**config.mk**
```make
export PLATFORM = sky130hd
export DESIGN_NAME = sprite_fetch_scheduler
export DESIGN_NICKNAME = d
export VERILOG_FILES = /design/src/rtl/sprite_fetch_scheduler_pkg.sv /design/src/rtl/sprite_fetch_scheduler_hit_check.sv /design/src/rtl/sprite_fetch_scheduler.sv
export SDC_FILE = /design/constraint.sdc
export NUM_CORES = 1
export LEC_CHECK = 0
export CORE_MARGIN = 8
export CORE_UTILIZATION = 25
export CTS_CLUSTER_SIZE = 8
export DETAILED_ROUTE_END_ITERATION = 16
export SLEW_MARGIN = 20
export SYNTH_ARGS = -nofsm -noshare
export SYNTH_HDL_FRONTEND = slang
export SYNTH_SLANG_ARGS = --single-unit
export TNS_END_PERCENT = 50
```
**constraint.sdc**
```tcl
create_clock -name clk -period 8.31 [get_ports clk]
set_input_delay 1.2465 -clock clk [delete_from_list [all_inputs] [get_ports clk]]
set_output_delay 1.2465 -clock clk [all_outputs]
set_load 0.05 [all_outputs]
```
**src/rtl/sprite_fetch_scheduler_pkg.sv**
```systemverilog
// Shared constants for the sprite fetch scheduler.
// Holds the default geometry (layer count, sprite size, coordinate width),
// the palette index width, the transparent palette value and the FSM state
// encoding.  A small helper decides whether a palette index is opaque.
package sprite_fetch_scheduler_pkg;

    localparam int N_LAYERS = 4;
    localparam int SPR_DIM  = 32;
    localparam int COORD_W  = 10;
    localparam int IDX_W    = 4;
    localparam logic [IDX_W-1:0] TRANSPARENT_IDX = 4'd0;

    // Width of the layer field inside the BRAM address and of the layer index.
    localparam int LAYER_W  = 2;

    localparam logic [1:0] ST_IDLE  = 2'd0;
    localparam logic [1:0] ST_SCAN  = 2'd1;
    localparam logic [1:0] ST_DRAIN = 2'd2;
    localparam logic [1:0] ST_OUT   = 2'd3;

    // A palette index wins only if it is not the transparent value.
    function automatic logic is_opaque(input logic [IDX_W-1:0] idx);
        return (idx != TRANSPARENT_IDX);
    endfunction

endpackage

```
**src/rtl/sprite_fetch_scheduler_hit_check.sv**
```systemverilog
// sprite_hit_check: combinational hit test of one pixel against one sprite.
// Ports:
//   i_en         layer enable
//   i_sx, i_sy   sprite top-left corner
//   i_x, i_y     pixel coordinate being resolved
//   o_hit        pixel lies inside the enabled sprite
//   o_xoff/yoff  pixel offset inside the sprite (valid when o_hit)
module sprite_hit_check
    import sprite_fetch_scheduler_pkg::*;
#(
    parameter int COORD_W = 10,
    parameter int SPR_DIM = 32
) (
    input  logic                       i_en,
    input  logic [COORD_W-1:0]         i_sx,
    input  logic [COORD_W-1:0]         i_sy,
    input  logic [COORD_W-1:0]         i_x,
    input  logic [COORD_W-1:0]         i_y,
    output logic                       o_hit,
    output logic [$clog2(SPR_DIM)-1:0] o_xoff,
    output logic [$clog2(SPR_DIM)-1:0] o_yoff
);
    localparam int OFF_W = $clog2(SPR_DIM);
    localparam logic [COORD_W:0] DIM_EXT = (COORD_W+1)'(SPR_DIM);

    // One extra bit so that a sprite hanging off the right/bottom edge
    // (sx + SPR_DIM beyond 2**COORD_W) does not wrap to a small end value.
    logic [COORD_W:0] w_x_ext;
    logic [COORD_W:0] w_y_ext;
    logic [COORD_W:0] w_sx_ext;
    logic [COORD_W:0] w_sy_ext;
    logic             w_in_x;
    logic             w_in_y;

    assign w_x_ext  = {1'b0, i_x};
    assign w_y_ext  = {1'b0, i_y};
    assign w_sx_ext = {1'b0, i_sx};
    assign w_sy_ext = {1'b0, i_sy};

    assign w_in_x = (w_x_ext >= w_sx_ext) && (w_x_ext < (w_sx_ext + DIM_EXT));
    assign w_in_y = (w_y_ext >= w_sy_ext) && (w_y_ext < (w_sy_ext + DIM_EXT));

    assign o_hit  = i_en && w_in_x && w_in_y;
    assign o_xoff = OFF_W'(i_x - i_sx);
    assign o_yoff = OFF_W'(i_y - i_sy);

endmodule

```
**src/rtl/sprite_fetch_scheduler.sv**
```systemverilog
// sprite_fetch_scheduler: resolves the palette index of one screen pixel by
// scanning the sprite layers in priority order (layer 0 first), reading the
// sprite BRAM for each layer that covers the pixel, and keeping the first
// non-transparent value.  Fixed 6-cycle latency from pix_start to pix_valid.
// Ports:
//   clk, rst                    clock, async active-high reset
//   pix_start, pix_x, pix_y     pixel request and coordinate
//   cfg_we, cfg_layer, cfg_en,
//   cfg_x, cfg_y                layer configuration write port
//   bram_en, bram_addr          sprite BRAM read request {layer, yoff, xoff}
//   bram_dout                   BRAM data, one cycle after bram_en
//   pix_index, pix_valid        resolved palette index and its strobe
//   busy, overrun               pixel in flight / dropped request pulse
module sprite_fetch_scheduler #(
    parameter int N_LAYERS = sprite_fetch_scheduler_pkg::N_LAYERS,
    parameter int SPR_DIM  = sprite_fetch_scheduler_pkg::SPR_DIM,
    parameter int COORD_W  = sprite_fetch_scheduler_pkg::COORD_W
) (
    input  logic               clk,
    input  logic               rst,
    input  logic               pix_start,
    input  logic [COORD_W-1:0] pix_x,
    input  logic [COORD_W-1:0] pix_y,
    input  logic               cfg_we,
    input  logic [1:0]         cfg_layer,
    input  logic               cfg_en,
    input  logic [COORD_W-1:0] cfg_x,
    input  logic [COORD_W-1:0] cfg_y,
    output logic               bram_en,
    output logic [11:0]        bram_addr,
    input  logic [3:0]         bram_dout,
    output logic [3:0]         pix_index,
    output logic               pix_valid,
    output logic               busy,
    output logic               overrun
);
    import sprite_fetch_scheduler_pkg::*;

    localparam int OFF_W = $clog2(SPR_DIM);
    localparam logic [LAYER_W-1:0] K_LAST = LAYER_W'(N_LAYERS - 1);

    logic [1:0]         r_state;
    logic [LAYER_W-1:0] r_k;
    logic [COORD_W-1:0] r_x;
    logic [COORD_W-1:0] r_y;

    logic               r_cfg_en  [N_LAYERS];
    logic [COORD_W-1:0] r_cfg_x   [N_LAYERS];
    logic [COORD_W-1:0] r_cfg_y   [N_LAYERS];
    logic               r_snap_en [N_LAYERS];
    logic [COORD_W-1:0] r_snap_x  [N_LAYERS];
    logic [COORD_W-1:0] r_snap_y  [N_LAYERS];

    logic               r_rd_pend;
    logic               r_opaque;
    logic [IDX_W-1:0]   r_win;
    logic [IDX_W-1:0]   r_pix_index;
    logic               r_pix_valid;

    logic               w_hit  [N_LAYERS];
    logic [OFF_W-1:0]   w_xoff [N_LAYERS];
    logic [OFF_W-1:0]   w_yoff [N_LAYERS];
    logic               w_sel_hit;
    logic [OFF_W-1:0]   w_sel_xoff;
    logic [OFF_W-1:0]   w_sel_yoff;
    logic               w_bram_en;
    logic               w_take;
    logic [IDX_W-1:0]   w_final;

    genvar g;
    generate
        for (g = 0; g < N_LAYERS; g++) begin : g_hit
            sprite_hit_check #(
                .COORD_W (COORD_W),
                .SPR_DIM (SPR_DIM)
            ) u_hit (
                .i_en   (r_snap_en[g]),
                .i_sx   (r_snap_x[g]),
                .i_sy   (r_snap_y[g]),
                .i_x    (r_x),
                .i_y    (r_y),
                .o_hit  (w_hit[g]),
                .o_xoff (w_xoff[g]),
                .o_yoff (w_yoff[g])
            );
        end
    endgenerate

    // Select the hit result of the layer being scanned this cycle.
    always_comb begin
        w_sel_hit  = 1'b0;
        w_sel_xoff = {OFF_W{1'b0}};
        w_sel_yoff = {OFF_W{1'b0}};
        for (int i = 0; i < N_LAYERS; i++) begin
            w_sel_hit  = w_sel_hit | (w_hit[i] && (r_k == LAYER_W'(i)));
            w_sel_xoff = w_sel_xoff | ((r_k == LAYER_W'(i)) ? w_xoff[i] : {OFF_W{1'b0}});
            w_sel_yoff = w_sel_yoff | ((r_k == LAYER_W'(i)) ? w_yoff[i] : {OFF_W{1'b0}});
        end
    end

    // Once an opaque value is held, later layers cannot change the result,
    // so their reads are suppressed.
    assign w_bram_en = (r_state == ST_SCAN) && w_sel_hit && !r_opaque;
    assign bram_en   = w_bram_en;
    assign bram_addr = w_bram_en ? {r_k, w_sel_yoff, w_sel_xoff} : 12'd0;

    // Data returning this cycle wins only if nothing opaque was captured yet.
    assign w_take  = r_rd_pend && !r_opaque && is_opaque(bram_dout);
    assign w_final = w_take ? bram_dout : r_win;

    assign busy      = (r_state != ST_IDLE);
    assign overrun   = pix_start && busy;
    assign pix_index = r_pix_index;
    assign pix_valid = r_pix_valid;

    // Live layer configuration, writable in any state.
    always_ff @(posedge clk or posedge rst) begin
        if (rst) begin
            for (int i = 0; i < N_LAYERS; i++) begin
                r_cfg_en[i] <= 1'b0;
                r_cfg_x[i]  <= {COORD_W{1'b0}};
                r_cfg_y[i]  <= {COORD_W{1'b0}};
            end
        end else if (cfg_we && (int'(cfg_layer) < N_LAYERS)) begin
            r_cfg_en[cfg_layer] <= cfg_en;
            r_cfg_x[cfg_layer]  <= cfg_x;
            r_cfg_y[cfg_layer]  <= cfg_y;
        end
    end

    // Pixel FSM: latch request and configuration snapshot, step through layers.
    always_ff @(posedge clk or posedge rst) begin
        if (rst) begin
            r_state <= ST_IDLE;
            r_k     <= {LAYER_W{1'b0}};
            r_x     <= {COORD_W{1'b0}};
            r_y     <= {COORD_W{1'b0}};
            for (int i = 0; i < N_LAYERS; i++) begin
                r_snap_en[i] <= 1'b0;
                r_snap_x[i]  <= {COORD_W{1'b0}};
                r_snap_y[i]  <= {COORD_W{1'b0}};
            end
        end else begin
            case (r_state)
                ST_IDLE: begin
                    if (pix_start) begin
                        r_state   <= ST_SCAN;
                        r_k       <= {LAYER_W{1'b0}};
                        r_x       <= pix_x;
                        r_y       <= pix_y;
                        // Non-blocking copy takes pre-write values if cfg_we
                        // coincides with pix_start.
                        r_snap_en <= r_cfg_en;
                        r_snap_x  <= r_cfg_x;
                        r_snap_y  <= r_cfg_y;
                    end else begin
                        r_state <= ST_IDLE;
                    end
                end
                ST_SCAN: begin
                    if (r_k == K_LAST) begin
                        r_state <= ST_DRAIN;
                    end else begin
                        r_k <= r_k + 2'd1;
                    end
                end
                ST_DRAIN: r_state <= ST_OUT;
                ST_OUT:   r_state <= ST_IDLE;
                default:  r_state <= ST_IDLE;
            endcase
        end
    end

    // Capture returning BRAM data; first opaque value is kept.
    always_ff @(posedge clk or posedge rst) begin
        if (rst) begin
            r_rd_pend <= 1'b0;
            r_opaque  <= 1'b0;
            r_win     <= TRANSPARENT_IDX;
        end else begin
            r_rd_pend <= w_bram_en;
            if ((r_state == ST_IDLE) && pix_start) begin
                r_opaque <= 1'b0;
                r_win    <= TRANSPARENT_IDX;
            end else if (w_take) begin
                r_opaque <= 1'b1;
                r_win    <= bram_dout;
            end
        end
    end

    // Registered result: loaded at the end of DRAIN so it appears in OUT.
    always_ff @(posedge clk or posedge rst) begin
        if (rst) begin
            r_pix_index <= TRANSPARENT_IDX;
            r_pix_valid <= 1'b0;
        end else begin
            r_pix_valid <= (r_state == ST_DRAIN);
            if (r_state == ST_DRAIN) begin
                r_pix_index <= w_final;
            end
        end
    end

endmodule

```
Word-level counts from Yosys, hierarchy flattened --
Cells that the tools add are included.
Storage, ports and cells: output and inout bits 20, register bits after elaboration 203, bits of input ports 51
Operators by class: reductions and logical operators 36, $add $sub $neg 17, magnitude comparators 18, bitwise gates (word level) 10, mux-type cells 26, equality and inequality tests 9
Operators by type and width (count):
- adder 10 x 6 -> 11 bit, second input constant | 8
- less-than comparator 10 x 11 -> 1 bit | 8
- bitwise mux 40 bit | 2
- >= comparator 10 bit | 8
- 2-to-1 mux 5 bit | 8
- subtractor 5 bit | 8
- bitwise OR 5 bit | 6
- logical AND 1 bit | 27
- demux 10 bit (select 2 bit) | 1
- 2-to-1 mux 12 bit | 1
- 2-to-1 mux 10 bit | 1
- equality test 2 bit, second input constant | 4
- 2-to-1 mux 4 bit | 2
- one-hot mux 2 bit (4 select lines) | 1
- 2-to-1 mux 2 bit | 3
- != test 2 bit, second input constant | 3
- nonzero test 2 bit | 3
- bitwise mux 4 bit | 1
- equality test 2 x 1 -> 1 bit, second input constant | 2
- zero test 2 bit | 2
- 2-to-1 mux 1 bit | 4
- one-hot mux 2 bit (2 select lines) | 1
- nonzero test 4 bit | 1
- >= comparator 3 bit, second input constant | 1
- other kinds (8) | 10

Depth between registers and ports, before layout --
Gate-level depths: netlist of the first run.
word-level depth 12, depth in mapped cells 12, gate-level depth less buffers 11

Hierarchy --
From an unflattened synthesis of the first run, not the netlist that was laid out.
Unflattened totals: cells, all modules 1294, area total of the unflattened synthesis 12260.5 um2
Modules (own cells, without submodules):
- sprite_fetch_scheduler | seq. area each 5079.9 um2, times used 1, area an instance 8037.7 um2, cells an instance 736
- sprite_hit_check (g_hit[0].u_hit ...) | seq. area each 0.0 um2, times used 3, area an instance 1054.8 um2, cells an instance 140
- sprite_hit_check (g_hit[3].u_hit) | seq. area each 0.0 um2, times used 1, area an instance 1058.5 um2, cells an instance 138

Worst setup path after synthesis of the first run --
No wires, ideal clock.
kind reg-to-output, start point reg r_snap_x[15] in the netlist's numbering, end point out bram_addr[1], cell stages (with the launch flop) 11, path buffers 0, setup slack 4.200 ns, data required time 7.064 ns, arrival 2.863 ns, path through dfrtp_1 > ha_1 > inv_1 > ha_1 > a211oi_1 > o21ai_0 > o211ai_1 > a21oi_2 > nor4_2 > o41ai_4 > a21oi_1
On the way: cells in the longest elaborated chain, start to end 11, elaborated cells between the ends (all ways) 12
RTL lines:
- from (decl) | RTL line sprite_fetch_scheduler.sv:51 | logic [COORD_W-1:0] r_snap_x [N_LAYERS];
- from (signal, indexed assignment) | RTL line sprite_fetch_scheduler.sv:140 | r_snap_x[i] <= {COORD_W{1'b0}};
- from (signal assigned) | RTL line sprite_fetch_scheduler.sv:154 | r_snap_x <= r_cfg_x;
- adder 10 x 6 -> 11 bit | RTL line sprite_fetch_scheduler_hit_check.sv:40 | assign w_in_x = (w_x_ext >= w_sx_ext) && (w_x_ext < (w_sx_ext + DIM_EXT));
- less-than comparator 10 x 11 -> 1 bit | RTL line sprite_fetch_scheduler_hit_check.sv:40
- logical AND 1 bit (*) | RTL line sprite_fetch_scheduler_hit_check.sv:40
- logical AND 1 bit (*) (2 in a row) | RTL line sprite_fetch_scheduler_hit_check.sv:43 | assign o_hit = i_en && w_in_x && w_in_y;
- logical AND 1 bit (*) | RTL line sprite_fetch_scheduler.sv:95 | w_sel_hit = w_sel_hit | (w_hit[i] && (r_k == LAYER_W'(i)));
- bitwise OR 1 bit (*) (2 in a row) | RTL line sprite_fetch_scheduler.sv:95
- logical AND 1 bit (*) (2 in a row) | RTL line sprite_fetch_scheduler.sv:103 | assign w_bram_en = (r_state == ST_SCAN) && w_sel_hit && !r_opaque;
- 2-to-1 mux 12 bit (*) | RTL line sprite_fetch_scheduler.sv:105 | assign bram_addr = w_bram_en ? {r_k, w_sel_yoff, w_sel_xoff} : 12'd0;
- to (decl) | RTL line sprite_fetch_scheduler.sv:30 | output logic [11:0] bram_addr,
Every way passes the cells marked *; elsewhere a longest branch is shown, timed or not.

Worst setup path after layout of the first run --
start point reg r_x[0], end point out bram_addr[0]
On the way: cells in the longest elaborated chain, start to end 11, elaborated cells between the ends (all ways) 41
RTL lines:
- from (decl) | RTL line sprite_fetch_scheduler.sv:44 | logic [COORD_W-1:0] r_x;
- from (signal assigned) | RTL line sprite_fetch_scheduler.sv:136 | r_x <= {COORD_W{1'b0}};
- from (signal assigned) | RTL line sprite_fetch_scheduler.sv:149 | r_x <= pix_x;
- less-than comparator 10 x 11 -> 1 bit or >= comparator 10 bit (tied branches) | RTL line sprite_fetch_scheduler_hit_check.sv:40
- logical AND 1 bit | RTL line sprite_fetch_scheduler_hit_check.sv:40
- logical AND 1 bit (2 in a row) | RTL line sprite_fetch_scheduler_hit_check.sv:43
- logical AND 1 bit | RTL line sprite_fetch_scheduler.sv:95
- bitwise OR 1 bit (3 in a row) | RTL line sprite_fetch_scheduler.sv:95
- logical AND 1 bit (2 in a row) | RTL line sprite_fetch_scheduler.sv:103
- 2-to-1 mux 12 bit (*) | RTL line sprite_fetch_scheduler.sv:105
Marked as above.

==> flow_summary.toml, run 1 <==
[run_status]
status = "complete, no violations"

[floorplan]
start_util_pct = 25.2
core_um2 = 47500
dieHeight_um = 235
io_pins = 71
die_w_um = 235
num_rows = 80
dieArea_um2 = 55200

[global_routing]
grt_pass1_wl_um = 52900
globalRouteMet2Util_pct = 18.7
met3_usage_pct = 1.74
grt_use_total_pct = 11.8
antenna_found_initial = 2
grt-ovfl-total = 0
top_usage_layer = "met2"
grt_pass1_vias = 9381
grt_start_max_net_pins = 133
grt_use_met1_pct = 16.0

[power_and_ir_drop]
swShare_pct = 43.7
seq_power_share_pct = 29.0
internal_power_mw = 3.20
leakage_nw = 6.25
vdd_drop_max_mv = 0.285
power_frac_clock_pct = 17.9
p_sw_mw = 2.49
pwr-share-comb_pct = 53.1
power_density_nw_per_um2 = 403

[flow_run]
drv_cap = 0

[yosys]
synth_edf_count = 0
syn_inst = 1206
synth_area_leaders = "dfrtp_1 42%, ha_1 14%, mux2_2 7.9%, nand2_1 5.7%, o21ai_0 4.5%"
async_reset_ff_share_pct = 100
yosysUniqueCellTypes = 60
synth_common_cells = "203 x dfrtp_1, 182 x nand2_1, 135 x ha_1, 111 x inv_1, 107 x o21ai_0"
synth_fp_nets = 1400
synth_seq_cells = 203
synth_area_um2 = 12000
synth_most_common_cell = "dfrtp_1"
yosysTopAreaCell = "dfrtp_1"
ys_seq_area_share_pct = 42.4
ys.flop_type = "dfrtp_1"
avgSynthCellArea_um2 = 9.93
yosys_warnings = 0
synthDominantCellAreaShare_pct = 42.4

[clock_tree]
clk_pin_slew_worst_paths_ps = 60
htree_levels = 1
cts-root-buf = "clkbuf_16"
cts_made_buffers = 29
cts_tree = "yes"
clock-sinks = 203
cts_setup_buffers = 0
worstSkewPairLatency_ps = 540
hold_buffers = 0
cts_resized = 0
cts_buffer_depth = 3

[timing]
fin_setup_tns_ps = 0
period_share_pct = 69.7
worst_pin_slew_ps = 940
finClkSkew_ps = 10.4
grt_setup_unrepaired = "false"
finalSetupViolCount = 0
drv_slew = 0
slew-limit-headroom_pct = 37.3
hold_viol_final = 0
max_freq_ghz = 0.173
min_period_ps = 5790

[finish]
fill_cells = 4886
design_area_um2 = 14100
nets = 1473
synthToLayoutAreaGrowth_pct = 17.7
antennaDiodeCount = 0
drive_above_1_share_pct = 11.8

[setup_path]
cp_max_fo = 8
crit_arrival_ps = 4540
cp_cell_sequence = "inv_1 > ha_1 > inv_1 > fa_1 > a21oi_1 > o21ai_1 > o31ai_1 > a221o_1 > nor4_2 > o41ai_4 > buf_4 > nor2_2 > clkdlybuf4s50_1"
critical_path_class = "reg -> out"
crit_path_top_delay_cell = "clkdlybuf4s50_1"
critPathCaptureType = "output pin"
crit_top_cell = "inv_1"
critPathLaunchType = "flip-flop"
cp.required_ps = 7060
max_stage_delay_ps = 710

[worst_hold_path]
holdCritPathClass = "reg -> reg"

[routing]
drt-initial-drc-count = 591
drcViolationCount = 0
vias = 8972
finalWirelength_um = 32900
postRouteAntennaNets = 0
wl_per_cell_um = 17.4
firstDrtPassIters = 5
vias_per_cell = 4.73

[placed_design]
port_buffers = 70
gp_congestion = 0.860
dpl_cell_area_um2 = 13400
hpwl_um = 23800
==> worst max-delay path, delay by kind of cell (launching register included) <==
| family | cells | cell delay, ps |
|---|---|---|
| AND/OR/NAND/NOR | 2 | 130 |
| AO/OA/AOI/OAI | 5 | 1670 |
| adder cells (fa/ha/maj) | 2 | 620 |
| buffers and inverters | 4 | 1220 |
| flip-flops | 1 | 360 |
==> per-stage QoR <==
step	std cells	hold slack (ps)	setup slack, ps	utilization, %	power [mW]
6_report	1895	453	2520	29.7	5.69
5_1_grt	1895	481	2320	29.7	6.21
4_1_cts	1895	453	2460	29.7	5.71
3_5_place_dp	1863	448	3070	28.1	4.65
3_3_place_gp	1863	442	3160	28.1	4.56
2_1_floorplan	1206	433	1520	-	3.81
==> cell families after synthesis <==
kind of cell / share of synthesized area (%)
flops: 42.4
simple gates: 11.0
buf+inv: 4.90
compound gates: 15.0
fa+ha+maj: 15.4
xor+xnor: 2.93
mux: 8.32
==> sequential cells by signal, summed over array words and instances (netlist names) <==
name       flops
r_k            2
r_state        2
r_cfg_en       4
r_snap_en      4
r_y           10
r_x           10
r_opaque       1
r_rd_pend      1
pix_index      4
r_snap_y      40
r_cfg_y       40
pix_valid      1
r_win          4
r_snap_x      40
r_cfg_x       40
==> final timing paths <==
| check | depth (start not counted) | endpoint | start | slack [ps] |
|---|---|---|---|---|
| min in group asynchronous | 2 | r_cfg_x[21] | rst | 1290 |
| min reg2reg | 2 | r_snap_en[0] | r_cfg_en[0] | 450 |
| max in group asynchronous | 3 | r_cfg_x[29] | rst | 5570 |
| max reg2reg | 12 | r_rd_pend | r_x[0] | 4920 |
| max | 13 | bram_addr[0] | r_x[0] | 2520 |
| min | 2 | r_snap_en[0] | r_cfg_en[0] | 450 |
==> power by group through the flow <==
stage	Combinational (mW)	Clock, mW	Sequential (mW)
2_1_floorplan	2.23	0	1.58
3_3_place_gp	2.91	0	1.65
3_5_place_dp	3.00	0	1.66
4_1_cts	3.01	1.05	1.65
5_1_grt	3.43	1.08	1.69
6_report	3.02	1.02	1.65
==> final cells by class <==
| type | count | area (µm²) | share of cell area (%) |
|---|---|---|---|
| clock buffer | 31 | 733 | 5.20 |
| clock inverter | 1 | 5.00 | 0.0355 |
| inverter | 112 | 428 | 3.04 |
| multi-input combinational | 854 | 6310 | 44.8 |
| sequential | 203 | 5080 | 36.0 |
| tap | 615 | 769 | 5.46 |
| timing repair buffer | 79 | 768 | 5.45 |
==> layer usage <==
metal / part of all wire [%] / routed length (µm)
met3: 4.4 / 1450
met2: 44 / 14400
met5: 0.079 / 26
met4: 3.6 / 1180
met1: 48 / 15900
==> cells in the final DEF (no fill, tap or decap), types with 6 or more instances in the layout <==
cell	synthesis	routed
a21oi_1	60	60
o21ai_1	9	9
a21o_1	16	16
buf_4	0	9
o211ai_1	8	8
clkbuf_16	0	29
xor2_1	8	8
dfrtp_1	203	203
ha_1	135	135
nor2b_1	9	9
fa_1	8	8
o2111ai_1	8	8
nor2_1	30	30
and3_1	7	7
a211oi_1	11	11
inv_1	111	110
nand3_1	24	24
o21a_1	12	12
nand2b_1	11	11
nand2_1	182	182
a22oi_1	13	13
nand4_1	6	6
clkdlybuf4s50_1	0	70
xnor2_1	32	32
nor3_1	8	8
mux2_2	84	84
a21oi_2	10	10
o31a_1	8	8
o21ai_0	107	107
No activity file was read; power rests on OpenSTA's default activity.
==> run 2: changes to the inputs <==
clock period = 5.7 ns   (was 8.31 ns; I/O delays follow)
==> flow_summary.toml, run 2 (synthesis results as in run 1) <==
[timing]
hold_viol_final = 0
drv_slew = 0
slew-limit-headroom_pct = 36.8
grt_setup_unrepaired = "false"
fin_setup_tns_ps = 0
min_period_ps = 5180
finalSetupViolCount = 0
max_freq_ghz = 0.193
period_share_pct = 90.8
worst_pin_slew_ps = 949
finClkSkew_ps = 21.5

[placed_design]
gp_congestion = 0.861
hpwl_um = 23800
port_buffers = 70

[routing]
firstDrtPassIters = 5
wl_per_cell_um = 17.3
wl_met3_um = 1490
top_layer_used = "met5"
vias = 8961
finalWirelength_um = 32900
wirelength_met1_um = 16200
wl_met2_um = 14500
drcViolationCount = 0
drt-initial-drc-count = 544
postRouteAntennaNets = 0
vias_per_cell = 4.72

[floorplan]
start_util_pct = 25.2
dieHeight_um = 235
dieArea_um2 = 55200
num_rows = 80
core_um2 = 47500
die_w_um = 235
io_pins = 71

[clock_tree]
cts-root-buf = "clkbuf_16"
hold_buffers = 0
cts_buffer_depth = 3
clock-sinks = 203
clk_pin_slew_worst_paths_ps = 50
cts_made_buffers = 29
worstSkewPairLatency_ps = 550
cts_resized = 0
htree_levels = 1
cts_tree = "yes"
cts_setup_buffers = 0

[setup_path]
crit_top_cell = "inv_1"
critPathLaunchType = "flip-flop"
crit_path_top_delay_cell = "clkdlybuf4s50_1"
crit_arrival_ps = 4320
max_stage_delay_ps = 720
critical_path_class = "reg -> out"
cp.required_ps = 4850
cp_max_fo = 8
cp_cell_sequence = "inv_1 > ha_1 > inv_1 > fa_1 > a21oi_1 > o21ai_1 > o31ai_1 > a221o_1 > nor4_2 > o41ai_4 > buf_4 > nor2_2 > clkdlybuf4s50_1"
critPathCaptureType = "output pin"
rr_worst_depth = 12

[global_routing]
grt_pass1_vias = 9359
grt_use_total_pct = 11.7
grt-ovfl-total = 0
grt_pass1_wl_um = 53100
antenna_found_initial = 2
grt_start_max_net_pins = 118

[power_and_ir_drop]
finalPower_mw = 8.32
seq_power_share_pct = 29.0
power_frac_clock_pct = 18.0
vdd_drop_max_mv = 0.342
power_density_nw_per_um2 = 589
leakage_nw = 6.26
pwr-share-comb_pct = 53.0
swShare_pct = 43.7
internal_power_mw = 4.69
p_sw_mw = 3.64

[finish]
synthToLayoutAreaGrowth_pct = 18.1
drive_above_1_share_pct = 11.9
fill_cells = 4865
antennaDiodeCount = 0
final_common_cell = "dfrtp_1"
mostFrequentLayoutCells = "203 x dfrtp_1, 182 x nand2_1, 135 x ha_1, 110 x inv_1, 107 x o21ai_0"
nets = 1473

[flow_run]
drv_cap = 0

[worst_hold_path]
whs_path_depth = 2
holdCritPathClass = "reg -> reg"

[run_status]
status = "complete, no violations"
-- run 2: path summary, 6_finish.rpt --
kind                        startpoint           end  slack [ps]
min                        r_cfg_y[10]  r_snap_y[10]         450
max in group asynchronous          rst   r_cfg_y[13]        3860
max                             r_x[0]  bram_addr[0]         520
min in group asynchronous          rst  r_snap_x[32]         630
min reg2reg                r_cfg_y[10]  r_snap_y[10]         450
max reg2reg                     r_x[0]     r_rd_pend        2520
-- run 2: power by group through the flow --
stage / Clock [mW] / Combinational (mW) / Sequential, mW
2_1_floorplan: 0 / 3.25 / 2.31
3_3_place_gp: 0 / 4.28 / 2.42
3_5_place_dp: 0 / 4.37 / 2.42
4_1_cts: 1.54 / 4.40 / 2.41
5_1_grt: 1.60 / 4.98 / 2.48
6_report: 1.50 / 4.41 / 2.41
-- run 2: final cells by class --
class	count	area [µm²]	share of cell area (%)
clock buffer	33	751	5.31
tap	615	769	5.44
multi-input combinational	854	6310	44.7
clock inverter	1	8.76	0.0619
timing repair buffer	79	793	5.61
sequential	203	5080	35.9
inverter	112	424	3.00
-- run 2: through the flow --
stage | area (µm²) | hold WS (ps) | utilization [%] | worst slack [ps] | cells
after floorplan | 12000 | 433 | - | 1980 | 1206
after global placement | 13400 | 438 | 28.1 | 1190 | 1863
after detailed placement | 13400 | 446 | 28.1 | 1100 | 1863
after CTS | 14100 | 457 | 29.7 | 497 | 1897
after global routing | 14100 | 484 | 29.7 | 319 | 1897
final | 14100 | 453 | 29.7 | 524 | 1897
-- run 2: worst max-delay path, delay by kind of cell (launching register included) --
family	cells	cell delay, ps
buffers and inverters	4	1240
AOI/OAI and AO/OA	5	1480
adders and majority gates	2	610
DFF	1	350
and+or+nand+nor	2	120
-- run 2: metal layers --
layer	GRT usage, %	vias up
li1	-	4314
met1	16.3	4404
met2	18.7	187
met3	1.94	52
met4	2.90	4
met5	0	-
